<file path="src/rtl/alarm_unit.sv">
// alarm_unit: user-editable alarm time compared against the live wall clock,
// with a ringing/snooze state machine and a 1 Hz buzzer output.
// Optional feature macro: ALARM_SNOOZE_EN (SNOOZE state and snooze counter).
// Without it, snooze_pulse silences the alarm exactly like stop_pulse.
module alarm_unit #(
    parameter int RESET_HOUR     = 7,
    parameter int RESET_MIN      = 0,
    parameter int RING_SECONDS   = 60,
    parameter int SNOOZE_MINUTES = 5
) (
    input  logic       clk,
    input  logic       reset,
    input  logic       tick_1hz,
    input  logic [4:0] cur_hour,
    input  logic [5:0] cur_min,
    input  logic [5:0] cur_sec,
    input  logic       set_mode,
    input  logic       sel_pulse,
    input  logic       inc_pulse,
    input  logic       dec_pulse,
    input  logic       arm_toggle,
    input  logic       stop_pulse,
    input  logic       snooze_pulse,
    output logic [4:0] alarm_hour,
    output logic [5:0] alarm_min,
    output logic       field_sel,
    output logic       armed,
    output logic       ringing,
    output logic       snoozing,
    output logic       buzzer
);

    localparam logic [4:0] RST_HOUR  = 5'(RESET_HOUR);
    localparam logic [5:0] RST_MIN   = 6'(RESET_MIN);
    localparam logic [7:0] RING_LOAD = 8'(RING_SECONDS);

    typedef enum logic [1:0] {
        ST_IDLE    = 2'd0,
        ST_RINGING = 2'd1,
        ST_SNOOZE  = 2'd2
    } state_t;

    state_t     state_reg, state_next;
    logic [4:0] hour_reg, hour_next;
    logic [5:0] min_reg, min_next;
    logic       field_reg, field_next;
    logic       armed_reg, armed_next;
    logic       match_d_reg;
    logic [7:0] ring_reg, ring_next;
    logic       buzz_reg, buzz_next;
    logic       ringing_reg, snoozing_reg;
    logic       match, trigger, silence;

`ifdef ALARM_SNOOZE_EN
    localparam logic [9:0] SNZ_LOAD = 10'(SNOOZE_MINUTES * 60);
    logic [9:0] snz_reg, snz_next;
`endif

    // Alarm-time editing: field select and wrapped increment/decrement, set mode only
    always_comb begin
        hour_next  = hour_reg;
        min_next   = min_reg;
        field_next = field_reg;
        if (set_mode) begin
            if (sel_pulse)
                field_next = ~field_reg;
            // inc/dec act on the field selected before any simultaneous sel_pulse
            if (inc_pulse && !dec_pulse) begin
                if (!field_reg)
                    hour_next = (hour_reg == 5'd23) ? 5'd0 : hour_reg + 5'd1;
                else
                    min_next = (min_reg == 6'd59) ? 6'd0 : min_reg + 6'd1;
            end else if (dec_pulse && !inc_pulse) begin
                if (!field_reg)
                    hour_next = (hour_reg == 5'd0) ? 5'd23 : hour_reg - 5'd1;
                else
                    min_next = (min_reg == 6'd0) ? 6'd59 : min_reg - 6'd1;
            end
        end
        armed_next = armed_reg ^ arm_toggle;
    end

    // Rising edge of the time match so a held second-zero only triggers once
    assign match   = armed_reg && (cur_hour == hour_reg) && (cur_min == min_reg)
                     && (cur_sec == 6'd0);
    assign trigger = match && !match_d_reg;

`ifdef ALARM_SNOOZE_EN
    assign silence = stop_pulse;
`else
    assign silence = stop_pulse || snooze_pulse;
`endif

    // Next-state and counter logic; pulses take priority over the tick
    always_comb begin
        state_next = state_reg;
        ring_next  = ring_reg;
        buzz_next  = buzz_reg;
`ifdef ALARM_SNOOZE_EN
        snz_next   = snz_reg;
`endif
        case (state_reg)
            ST_IDLE: begin
                buzz_next = 1'b0;
                if (trigger) begin
                    state_next = ST_RINGING;
                    ring_next  = RING_LOAD;
                    buzz_next  = 1'b1;
                end
            end
            ST_RINGING: begin
                if (silence) begin
                    state_next = ST_IDLE;
                    buzz_next  = 1'b0;
`ifdef ALARM_SNOOZE_EN
                end else if (snooze_pulse) begin
                    state_next = ST_SNOOZE;
                    snz_next   = SNZ_LOAD;
                    buzz_next  = 1'b0;
`endif
                end else if (tick_1hz) begin
                    ring_next = ring_reg - 8'd1;
                    buzz_next = ~buzz_reg;
                    if (ring_reg <= 8'd1) begin
                        state_next = ST_IDLE;
                        buzz_next  = 1'b0;
                    end
                end
            end
`ifdef ALARM_SNOOZE_EN
            ST_SNOOZE: begin
                buzz_next = 1'b0;
                if (stop_pulse) begin
                    state_next = ST_IDLE;
                end else if (tick_1hz) begin
                    snz_next = snz_reg - 10'd1;
                    if (snz_reg <= 10'd1) begin
                        state_next = ST_RINGING;
                        ring_next  = RING_LOAD;
                        buzz_next  = 1'b1;
                    end
                end
            end
`endif
            default: begin
                state_next = ST_IDLE;
                buzz_next  = 1'b0;
            end
        endcase
        // Disarming always silences, whatever the state
        if (!armed_next) begin
            state_next = ST_IDLE;
            buzz_next  = 1'b0;
        end
    end

    // Alarm time, field select, arm flag and match history
    always_ff @(posedge clk or posedge reset) begin
        if (reset) begin
            hour_reg    <= RST_HOUR;
            min_reg     <= RST_MIN;
            field_reg   <= 1'b0;
            armed_reg   <= 1'b0;
            match_d_reg <= 1'b0;
        end else begin
            hour_reg    <= hour_next;
            min_reg     <= min_next;
            field_reg   <= field_next;
            armed_reg   <= armed_next;
            match_d_reg <= match;
        end
    end

    // FSM state, counters and registered status outputs
    always_ff @(posedge clk or posedge reset) begin
        if (reset) begin
            state_reg    <= ST_IDLE;
            ring_reg     <= 8'd0;
            buzz_reg     <= 1'b0;
            ringing_reg  <= 1'b0;
            snoozing_reg <= 1'b0;
        end else begin
            state_reg    <= state_next;
            ring_reg     <= ring_next;
            buzz_reg     <= buzz_next;
            ringing_reg  <= (state_next == ST_RINGING);
            snoozing_reg <= (state_next == ST_SNOOZE);
        end
    end

`ifdef ALARM_SNOOZE_EN
    // Snooze countdown, seconds remaining before ringing resumes
    always_ff @(posedge clk or posedge reset) begin
        if (reset)
            snz_reg <= 10'd0;
        else
            snz_reg <= snz_next;
    end
`endif

    assign alarm_hour = hour_reg;
    assign alarm_min  = min_reg;
    assign field_sel  = field_reg;
    assign armed      = armed_reg;
    assign ringing    = ringing_reg;
    assign snoozing   = snoozing_reg;
    assign buzzer     = buzz_reg;

endmodule
</file>
<file path="config.mk">
export PLATFORM = sky130hd
export DESIGN_NAME = alarm_unit
export DESIGN_NICKNAME = d
export VERILOG_FILES = /design/src/rtl/alarm_unit.sv
export SDC_FILE = /design/constraint.sdc
export NUM_CORES = 1
export LEC_CHECK = 0
export BUFFER_PORTS_ARGS = -buffer_cell sky130_fd_sc_hd__buf_2
export CAP_MARGIN = 10
export CORE_ASPECT_RATIO = 0.5
export CORE_MARGIN = 3
export CORE_UTILIZATION = 52
export DETAILED_ROUTE_END_ITERATION = 6
export GPL_TIMING_DRIVEN = 0
export PLACE_DENSITY = 0.77
export SYNTH_ARGS = -nofsm -noshare
export SYNTH_HDL_FRONTEND = slang
export SYNTH_SLANG_ARGS = --single-unit
export TNS_END_PERCENT = 5
</file>
<file path="constraint.sdc">
create_clock -name clk -period 2.85 [get_ports clk]
set_clock_uncertainty 0.15 [all_clocks]
set_input_delay 0.1425 -clock clk [delete_from_list [all_inputs] [get_ports clk]]
set_output_delay 0.1425 -clock clk [all_outputs]
set_load 0.01 [all_outputs]
</file>
Word-level counts from Yosys, hierarchy flattened
Cells that the tools add are included.

storage, ports and cells
  flip-flop bits (word level) = 27
  bits of input ports = 27
  output and inout bits = 16
  word-level logic and storage cells = 82

operators by class
  add/subtract/negate cells = 5
  order comparisons = 1
  equality and inequality tests = 15
  muxes and demuxes = 28
  bitwise logic cells = 3
  reductions and logical operators = 20

operators with widths
  cell                 count
  $mux 6               6
  $mux 5               6
  $mux 8               3
  $pmux 8 s2           1
  $ne 2x2->1 const B   7
  $logic_not 6->1      2
  $reduce_and 4->1     3
  $mux 2               5
  $le 8x1->1 const B   1
  $sub 8x1->8 const B  1
  $add 6x1->6 const B  1
  $eq 6x6->1           1
  $eq 6x6->1 const B   1
  $logic_and 1x1->1    6
  $sub 6x1->6 const B  1
  $add 5x1->5 const B  1
  $eq 5x5->1           1
  $eq 5x5->1 const B   1
  $logic_not 5->1      1
  $mux 1               5
  $sub 5x1->5 const B  1
  $eq 2x1->1 const B   2
  $ne 4x4->1 const B   1
  $pmux 2 s2           1
  9 further kinds      13

Depth between registers and ports, before layout
Gate-level depths: netlist of run 1.

  depth after elaboration = 9
  depth in mapped cells = 7
  mapped depth without buffers = 6

Least setup slack after synthesis of run 1
Ideal clock, no wire load.

  path type = flip-flop to flip-flop
  start = register hour_reg[2], in the netlist alarm_hour[2]
  end = register ringing_reg, in the netlist ringing
  setup time = 0.094 ns
  arrival = 1.620 ns
  data required time = 2.606 ns
  slack = 0.986 ns
  stages on the path, launching flop included = 6
  path buffers = 1
  period minus slack after synthesis = 1.864 ns
  path through = dfstp_2 -> buf_2 -> xnor2_1 -> nand3_1 -> or4_4 -> a211oi_1

between the ends
  longest elaborated chain between the ends = 9

RTL lines
  element                          RTL line  source
  start, declared                  44        logic [4:0] hour_reg, hour_next;
  start signal, assigned           166       hour_reg <= hour_next;
  $eq 5x5->1                       84        assign match = armed_reg && (cur_hour == hour_reg) && (cur_min == min_reg)
  $logic_and 1x1->1 (2 in series)  84
  $logic_and 1x1->1                85        && (cur_sec == 6'd0);
  $logic_and 1x1->1                86        assign trigger = match && !match_d_reg;
  $mux 2                           105       if (trigger) begin
  $pmux 2 s2                       102       case (state_reg)
  $mux 2                           151       if (!armed_next) begin
  $eq 2x1->1                       186       ringing_reg <= (state_next == ST_RINGING);
  end signal, assigned             186
  end, declared                    51        logic ringing_reg, snoozing_reg;

No other way between the ends.
A chain may end at the register's enable or synchronous reset.

Worst setup path after layout of run 1
  start = input cur_sec[4]
  end = register match_d_reg

between the ends
  longest elaborated chain between the ends = 2

RTL lines
  element               RTL line  source
  start, declared       16        input logic [5:0] cur_sec,
  $logic_not 6->1       85
  $logic_and 1x1->1     85
  via match             52        logic match, trigger, silence;
  end signal, assigned  170       match_d_reg <= match;
  end, declared         48        logic match_d_reg;

The timed path passes the listed nets, and every way through them passes these cells.

==> load_flow_metrics.sql, run 1 <==
INSERT INTO impl_metrics (metric_group, metric, value, unit) VALUES
('status', 'run_status', 'finished clean', ''),
('cells_and_area', 'fin_util', '0.706', ''),
('clocking', 'clk_root_buffer_cell', 'clkbuf_8', ''),
('sta', 'final.hold.worst_slack', '0.000202', 'ns'),
('floorplanning', 'coreArea', '3280', 'um^2'),
('worst_setup_path', 'worst_path_max_delay_cell', 'dlygate4sd3_1', ''),
('worst_setup_path', 'critical_path.cell_chain', 'dlygate4sd3_1 > buf_2 > nor3_1 > dlygate4sd3_1 > nand2_1 > dlygate4sd3_1 > nor4_1', ''),
('place', 'gp_routability_congestion', '0.841', ''),
('power', 'total_power', '1.69', 'mW'),
('cells_and_area', 'fin_nets', '296', ''),
('power', 'power_frac_comb', '0.521', ''),
('cells_and_area', 'multi_input_area', '1130', 'um^2'),
('clocking', 'cts_max_path_buffers', '2', ''),
('clocking', 'clk_pin_slew_worst_setup_hold_paths', '0.10', 'ns'),
('floorplanning', 'dieArea', '4530', 'um^2'),
('global_routing', 'grt_first_pass_wirelength', '6850', 'um'),
('power', 'power_frac_seq', '0.346', ''),
('worst_setup_path', 'arrival', '2.42', 'ns'),
('cells_and_area', 'finalNonFillerCells', '307', ''),
('floorplanning', 'rows', '14', ''),
('place', 'placed_cells_incl_taps', '297', ''),
('sta', 'fin_ws', '0.458', 'ns'),
('worst_setup_path', 'cp_data_required_time', '2.88', 'ns'),
('global_routing', 'track_usage', '0.186', ''),
('worst_setup_path', 'critical_path_class', 'in -> reg', ''),
('synthesis', 'post_synth_edffs', '0', ''),
('worst_setup_path', 'timing.critical_path.slowest_cell_delay', '0.59', 'ns'),
('cells_and_area', 'layout_common_cells', 'buf_2, dfrtp_1, nand2_1, inv_1, o21ai_0', ''),
('global_routing', 'gr-total-overflow', '0', ''),
('synthesis', 'synth.top_cells.by_area', 'dfrtp_1, ha_1, xnor2_2', ''),
('floorplanning', 'initial_core_util', '0.591', ''),
('worst_setup_path', 'cell_mode_on_critical_path', 'dlygate4sd3_1', ''),
('power', 'ir_worst_vdd', '0.483', 'mV'),
('power', 'power.density_cell_area', '731', 'nW/um^2'),
('min_path', 'worstHoldPathType', 'in -> reg', ''),
('clocking', 'cts_buffers', '3', ''),
('synthesis', 'synth.cell_area', '1930', 'um^2'),
('floorplanning', 'io_pins', '43', ''),
('cells_and_area', 'antenna_cells_inserted', '0', ''),
('place', 'pre_cts_ws', '0.870', 'ns'),
('drt', 'route.vias.total', '1622', ''),
('power', 'power.share.clock', '0.133', ''),
('floorplanning', 'floorplan.die.height', '49.1', 'um'),
('drt', 'drt_wl_total', '4020', 'um'),
('sta', 'layout_min_cycle_time', '2.39', 'ns'),
('drt', 'avgRoutedWirePerCell', '13.1', 'um'),
('worst_setup_path', 'crit_path_start_kind', 'input port', ''),
('clocking', 'clock_insertion_delay_worst_skew', '0.28', 'ns'),
('drt', 'ant_nets', '0', ''),
('clocking', 'clkSinkCount', '27', ''),
('cells_and_area', 'fillCellCount', '271', ''),
('power', 'p_leak', '1.01', 'nW'),
('worst_setup_path', 'critical_path_peak_fanout', '2', ''),
('synthesis', 'syn-mean-instance-area', '9.34', 'um^2'),
('cells_and_area', 'flow.area_growth_from_synthesis', '19.5', '%'),
('cells_and_area', 'layout.cells.most_common', 'buf_2', ''),
('synthesis', 'synth-async-reset-ratio', '1.00', ''),
('power', 'swShare', '0.405', ''),
('cells_and_area', 'seqCellArea', '679', 'um^2'),
('synthesis', 'synth_sequential_area_ratio', '0.351', ''),
('sta', 'drv_slew', '0', ''),
('cells_and_area', 'post_route_cells_drive_above_1_share', '0.270', ''),
('synthesis', 'synthCells', '207', ''),
('clocking', 'tritoncts', 'built', ''),
('clocking', 'post_cts_buffers', '0', ''),
('global_routing', 'antenna_found_initial', '0', ''),
('place', 'dp_hpwl', '3020', 'um'),
('run', 'maxCapViolations', '0', ''),
('clocking', 'htreeDepth', '1', ''),
('global_routing', 'grt_start_max_net_pins', '28', ''),
('sta', 'grt_setup_unrepaired', 'no', '');
-- kinds of logic (layout without fill, tap and decap cells) --
family | Yosys count | after routing | synth area share
compound gates | 44 | 44 | 0.153
xor+xnor | 20 | 20 | 0.110
fa+ha+maj | 9 | 9 | 0.0582
buf+inv | 25 | 76 | 0.0686
flops | 27 | 27 | 0.351
mux | 2 | 2 | 0.0110
other cells | 1 | 2 | 0.00194
simple gates | 79 | 79 | 0.246
-- final timing paths --
kind	to	depth (start not counted)	startpoint	slack, ns
setup / recovery	match_d_reg	7	cur_sec[4]	0.46
hold / removal	armed	3	arm_toggle	0.0002
max in group asynchronous	alarm_min[5]	3	reset	1.41
setup reg to reg	ring_reg[0]	5	alarm_hour[2]	0.88
min in group asynchronous	ring_reg[4]	3	reset	0.51
hold reg to reg	field_sel	1	field_sel	0.35
-- layer usage --
layer / part of all wire / up-vias / GRT usage / wire length (um)
li1: - / 844 / - / -
met1: 0.49 / 749 / 0.247 / 1980
met2: 0.47 / 27 / 0.321 / 1880
met3: 0.035 / 2 / 0.0416 / 141
met4: 0.0042 / 0 / 0.0222 / 17
met5: 0 / - / 0 / 0
-- layout make-up --
type                    instances  area share
multi-input cells             156       0.487
clock inverters                 1     0.00325
repair buffers                 47       0.115
well taps                      48      0.0260
flip-flops and latches         27       0.294
plain buffers                  13      0.0379
clock buffers                   3      0.0179
inverters                      12      0.0195
-- cells in the mapped netlist (2+ instances only) --
master	number
dfrtp_1	24
nand2_1	17
inv_1	12
o21ai_0	12
nor2_1	10
nor3_1	10
ha_1	9
xnor2_1	8
nand3_1	7
xor2_1	7
clkbuf_1	6
nand4_1	6
a21oi_1	5
buf_6	5
o31ai_1	5
xnor2_2	5
a31oi_1	4
nand2b_1	4
nor3b_1	4
o21bai_1	4
a211oi_1	3
dfstp_2	3
nor2b_1	3
a22oi_1	2
nand4_2	2
nand4b_1	2
nor4_1	2
o31a_1	2
or2_2	2
or3_1	2
-- worst max-delay path: cells and delay by family --
family	cells	cell delay [ns]
buf+inv	4	1.80
simple gates	3	0.49
-- power by group through the flow --
stage,Combinational (mW),Sequential [mW],Clock [mW]
final,0.881,0.585,0.225
after global routing,0.975,0.604,0.253
after CTS,0.883,0.587,0.235
after detailed placement,0.875,0.594,0
after global placement,0.858,0.588,0
after floorplan,0.618,0.622,0
-- timing repair --
action	CTS	global route
hold buffers	6	0
resized for setup	0	0
endpoints found under the hold margin	26	0
(Power assumes the default switching activity.)
==> run 2: changes to the inputs <==
- ABC_AREA: unset -> 1
- CORE_UTILIZATION: 52 -> 49
- PLACE_DENSITY: 0.77 -> 0.76
- clock period: 2.85 -> 2.11 ns (I/O delays scaled with it)
==> run 2 against run 1 <==
  * Area after synthesis down 0.58%
  * Cell area up 0.70%
  * Die area up 5.0%
  * Hold slack better by 0.018 ns
  * Clock-buffer cell count unchanged
  * Critical path type is now reg -> reg
==> load_flow_metrics.sql, run 2 <==
INSERT INTO impl_metrics (metric_group, metric, value, unit) VALUES
('status', 'run_status', 'finished clean', ''),
('place', 'dp_hpwl', '3480', 'um'),
('worst_setup_path', 'critical_path.endpoint_type', 'register', ''),
('drt', 'route.vias.total', '1966', ''),
('cells_and_area', 'layout.cells.most_common', 'nand2_1', ''),
('synthesis', 'yosys.area.top_type', 'dfrtp_1', ''),
('power', 'p_switching', '979', 'uW'),
('worst_setup_path', 'arrival', '1.99', 'ns'),
('power', 'power.density_cell_area', '950', 'nW/um^2'),
('worst_setup_path', 'timing.reg2reg.worst_path_depth', '7', ''),
('cells_and_area', 'post_route_cells_drive_above_1_share', '0.186', ''),
('sta', 'final.hold.worst_slack', '0.0187', 'ns'),
('sta', 'final_hold_viol_count', '0', ''),
('sta', 'layout_min_cycle_time', '1.95', 'ns'),
('min_path', 'hold-path-cell-count', '4', ''),
('cells_and_area', 'final_area', '2330', 'um^2'),
('global_routing', 'gr-total-overflow', '0', ''),
('place', 'place_area', '2200', 'um^2'),
('floorplanning', 'rows', '15', ''),
('sta', 'min_period_over_period', '0.924', ''),
('place', 'gp_routability_congestion', '0.913', ''),
('global_routing', 'grt_first_pass_wirelength', '7980', 'um'),
('min_path', 'worstHoldPathType', 'in -> reg', ''),
('sta', 'grt_setup_unrepaired', 'no', ''),
('worst_setup_path', 'critical_path.cell_chain', 'buf_2 > inv_1 > nand2_1 > nand2_1 > nand3_1 > dlygate4sd3_1 > nor4_2', ''),
('place', 'placement.io_buffers', '42', ''),
('synthesis', 'syn-mean-instance-area', '6.89', 'um^2'),
('clocking', 'cts_max_path_buffers', '2', ''),
('cells_and_area', 'layout_common_cells', 'nand2_1, buf_2, inv_1, nor2_1, nand3_1', ''),
('synthesis', 'netlist_top_cells_count', 'nand2_1, inv_1, nor2_1, nand3_1, dfrtp_1', ''),
('clocking', 'clkSinkCount', '27', ''),
('sta', 'clock.fmax', '0.513', 'GHz'),
('drt', 'avgRoutedWirePerCell', '11.8', 'um'),
('synthesis', 'yosysMostFrequentCell', 'nand2_1', ''),
('power', 'power.share.clock', '0.140', ''),
('clocking', 'clock_insertion_delay_worst_skew', '0.28', 'ns'),
('cells_and_area', 'max_ffs_per_register', '8', ''),
('clocking', 'clk_root_buffer_cell', 'clkbuf_8', ''),
('power', 'total_power', '2.21', 'mW'),
('drt', 'drt_wl_total', '4540', 'um'),
('global_routing', 'antenna_found_initial', '0', ''),
('synthesis', 'ys_ff_latch', '27', ''),
('floorplanning', 'die_width', '94.6', 'um'),
('clocking', 'tritoncts', 'built', ''),
('floorplanning', 'initial_core_util', '0.534', ''),
('sta', 'setup_violations', '0', ''),
('cells_and_area', 'antenna_cells_inserted', '0', ''),
('cells_and_area', 'fin_nets', '370', ''),
('synthesis', 'synth.top_cells.by_area', 'dfrtp_1, nand2_1, inv_1', ''),
('clocking', 'htreeDepth', '1', ''),
('drt', 'routed_vias_inst', '5.12', ''),
('floorplanning', 'io_pins', '43', ''),
('clocking', 'cts_buffers', '3', ''),
('sta', 'tns', '0', 'ns'),
('drt', 'dr.first_iter.drc_count', '109', ''),
('sta', 'maxSlewHeadroom', '0.297', ''),
('drt', 'detail_route.drc_violations', '0', ''),
('drt', 'number_of_detailed_routing_iterations_run_before_antenna_repair', '4', ''),
('run', 'maxCapViolations', '0', ''),
('power', 'power_frac_seq', '0.370', ''),
('worst_setup_path', 'cell_mode_on_critical_path', 'nand2_1', ''),
('synthesis', 'synth_top_flop_cell', 'dfrtp_1', ''),
('synthesis', 'ys_types', '31', ''),
('synthesis', 'post_synth_edffs', '0', ''),
('cells_and_area', 'fin_util', '0.646', ''),
('sta', 'tightest_slew', '1.05', 'ns'),
('worst_setup_path', 'cp_data_required_time', '2.15', 'ns'),
('floorplanning', 'coreArea', '3600', 'um^2'),
('floorplanning', 'floorplan.die.height', '50.3', 'um'),
('power', 'ir_worst_vdd', '0.560', 'mV'),
('worst_setup_path', 'worst_path_max_delay_cell', 'dlygate4sd3_1', ''),
('global_routing', 'track_usage', '0.208', ''),
('synthesis', 'synth.cell_area', '1920', 'um^2'),
('global_routing', 'vias_in_the_first_global_route', '1840', ''),
('power', 'swShare', '0.443', ''),
('floorplanning', 'dieArea', '4760', 'um^2'),
('synthesis', 'synth-async-reset-ratio', '1.00', ''),
('global_routing', 'grt_start_max_net_pins', '28', ''),
('sta', 'drv_slew', '0', ''),
('drt', 'ant_nets', '0', ''),
('synthesis', 'yosysWarningCount', '0', ''),
('clocking', 'post_cts_buffers', '0', ''),
('worst_setup_path', 'timing.critical_path.slowest_cell_delay', '0.58', 'ns'),
('power', 'p_leak', '1.32', 'nW'),
('synthesis', 'synth_sequential_area_ratio', '0.353', ''),
('cells_and_area', 'flow.area_growth_from_synthesis', '21.1', '%'),
('worst_setup_path', 'critical_path_peak_fanout', '8', ''),
('power', 'power_frac_comb', '0.490', ''),
('worst_setup_path', 'crit_path_start_kind', 'register', ''),
('worst_setup_path', 'critical_path_class', 'reg -> reg', ''),
('synthesis', 'synthCells', '279', ''),
('power', 'internal_power', '1.23', 'mW'),
('clocking', 'clk_pin_slew_worst_setup_hold_paths', '0.10', 'ns'),
('synthesis', 'netlist.area_leader.share', '0.312', '');
-- run 2: cell types whose count changed in the layout (fill, tap and decap cells not counted), moves of 6 or more --
cell,delta
nand2_1,+64
inv_1,+27
nand3_1,+19
nor2_1,+19
nor3_1,-8
a21oi_1,+7
clkbuf_1,-6
-- run 2: final timing paths --
kind | slack, ns | start | to
max | 0.16 | alarm_min[2] | match_d_reg
min | 0.02 | tick_1hz | buzzer
max reg2reg | 0.16 | alarm_min[2] | match_d_reg
min reg2reg | 0.39 | alarm_hour[1] | alarm_hour[1]
max in group asynchronous | 0.70 | reset | alarm_min[3]
min in group asynchronous | 0.47 | reset | alarm_hour[3]
-- run 2: what timing repair did --
item | 4_1_cts | 5_1_grt
hold buffers | 7 | 0
endpoints found under the setup margin | 0 | 3
hold endpoints to repair | 27 | 0
resized for setup | 0 | 2
-- run 2: final cells by class --
class,instances,area (um^2)
Inverter,41,154
Multi-Input combinational cell,208,1070
Timing Repair Buffer,49,280
Clock buffer,3,41.3
Sequential cell,27,679
Tap cell,51,63.8
Clock inverter,1,7.51
Fill cell,338,1270
Buffer,4,31.3
-- run 2: per-layer routing --
metal	track usage	part of all wire
met1	0.267	0.45
met2	0.369	0.49
met3	0.0404	0.048
met4	0.0383	0.0079
met5	0	0
-- run 2: per-stage QoR --
stage | worst slack [ns] | instances
6_report | 0.161 | 384
5_1_grt | 0.00871 | 384
4_1_cts | 0.136 | 384
3_5_place_dp | 0.232 | 373
3_3_place_gp | 0.281 | 373
2_1_floorplan | 0.432 | 280
-- run 2: logic make-up after synthesis --
family	Yosys count	synth area share
fa+ha+maj	9	0.0586
compound gates	33	0.0969
buf+inv	45	0.0963
other cells	1	0.00195
simple gates	149	0.325
flops	27	0.353
xor+xnor	15	0.0683
-- run 2: power by group through the flow --
stage	clock network, mW	registers, mW	logic [mW]
3_5_place_dp	0	0.828	1.06
4_1_cts	0.322	0.818	1.08
2_1_floorplan	0	0.860	0.706
3_3_place_gp	0	0.819	1.03
6_report	0.309	0.818	1.08
5_1_grt	0.339	0.846	1.23
-- run 2: critical path: cells and delay by family (launching register included) --
kind / cells / cell delay, ns
buf+inv: 3 / 0.86
simple gates: 4 / 0.46
flops: 1 / 0.39
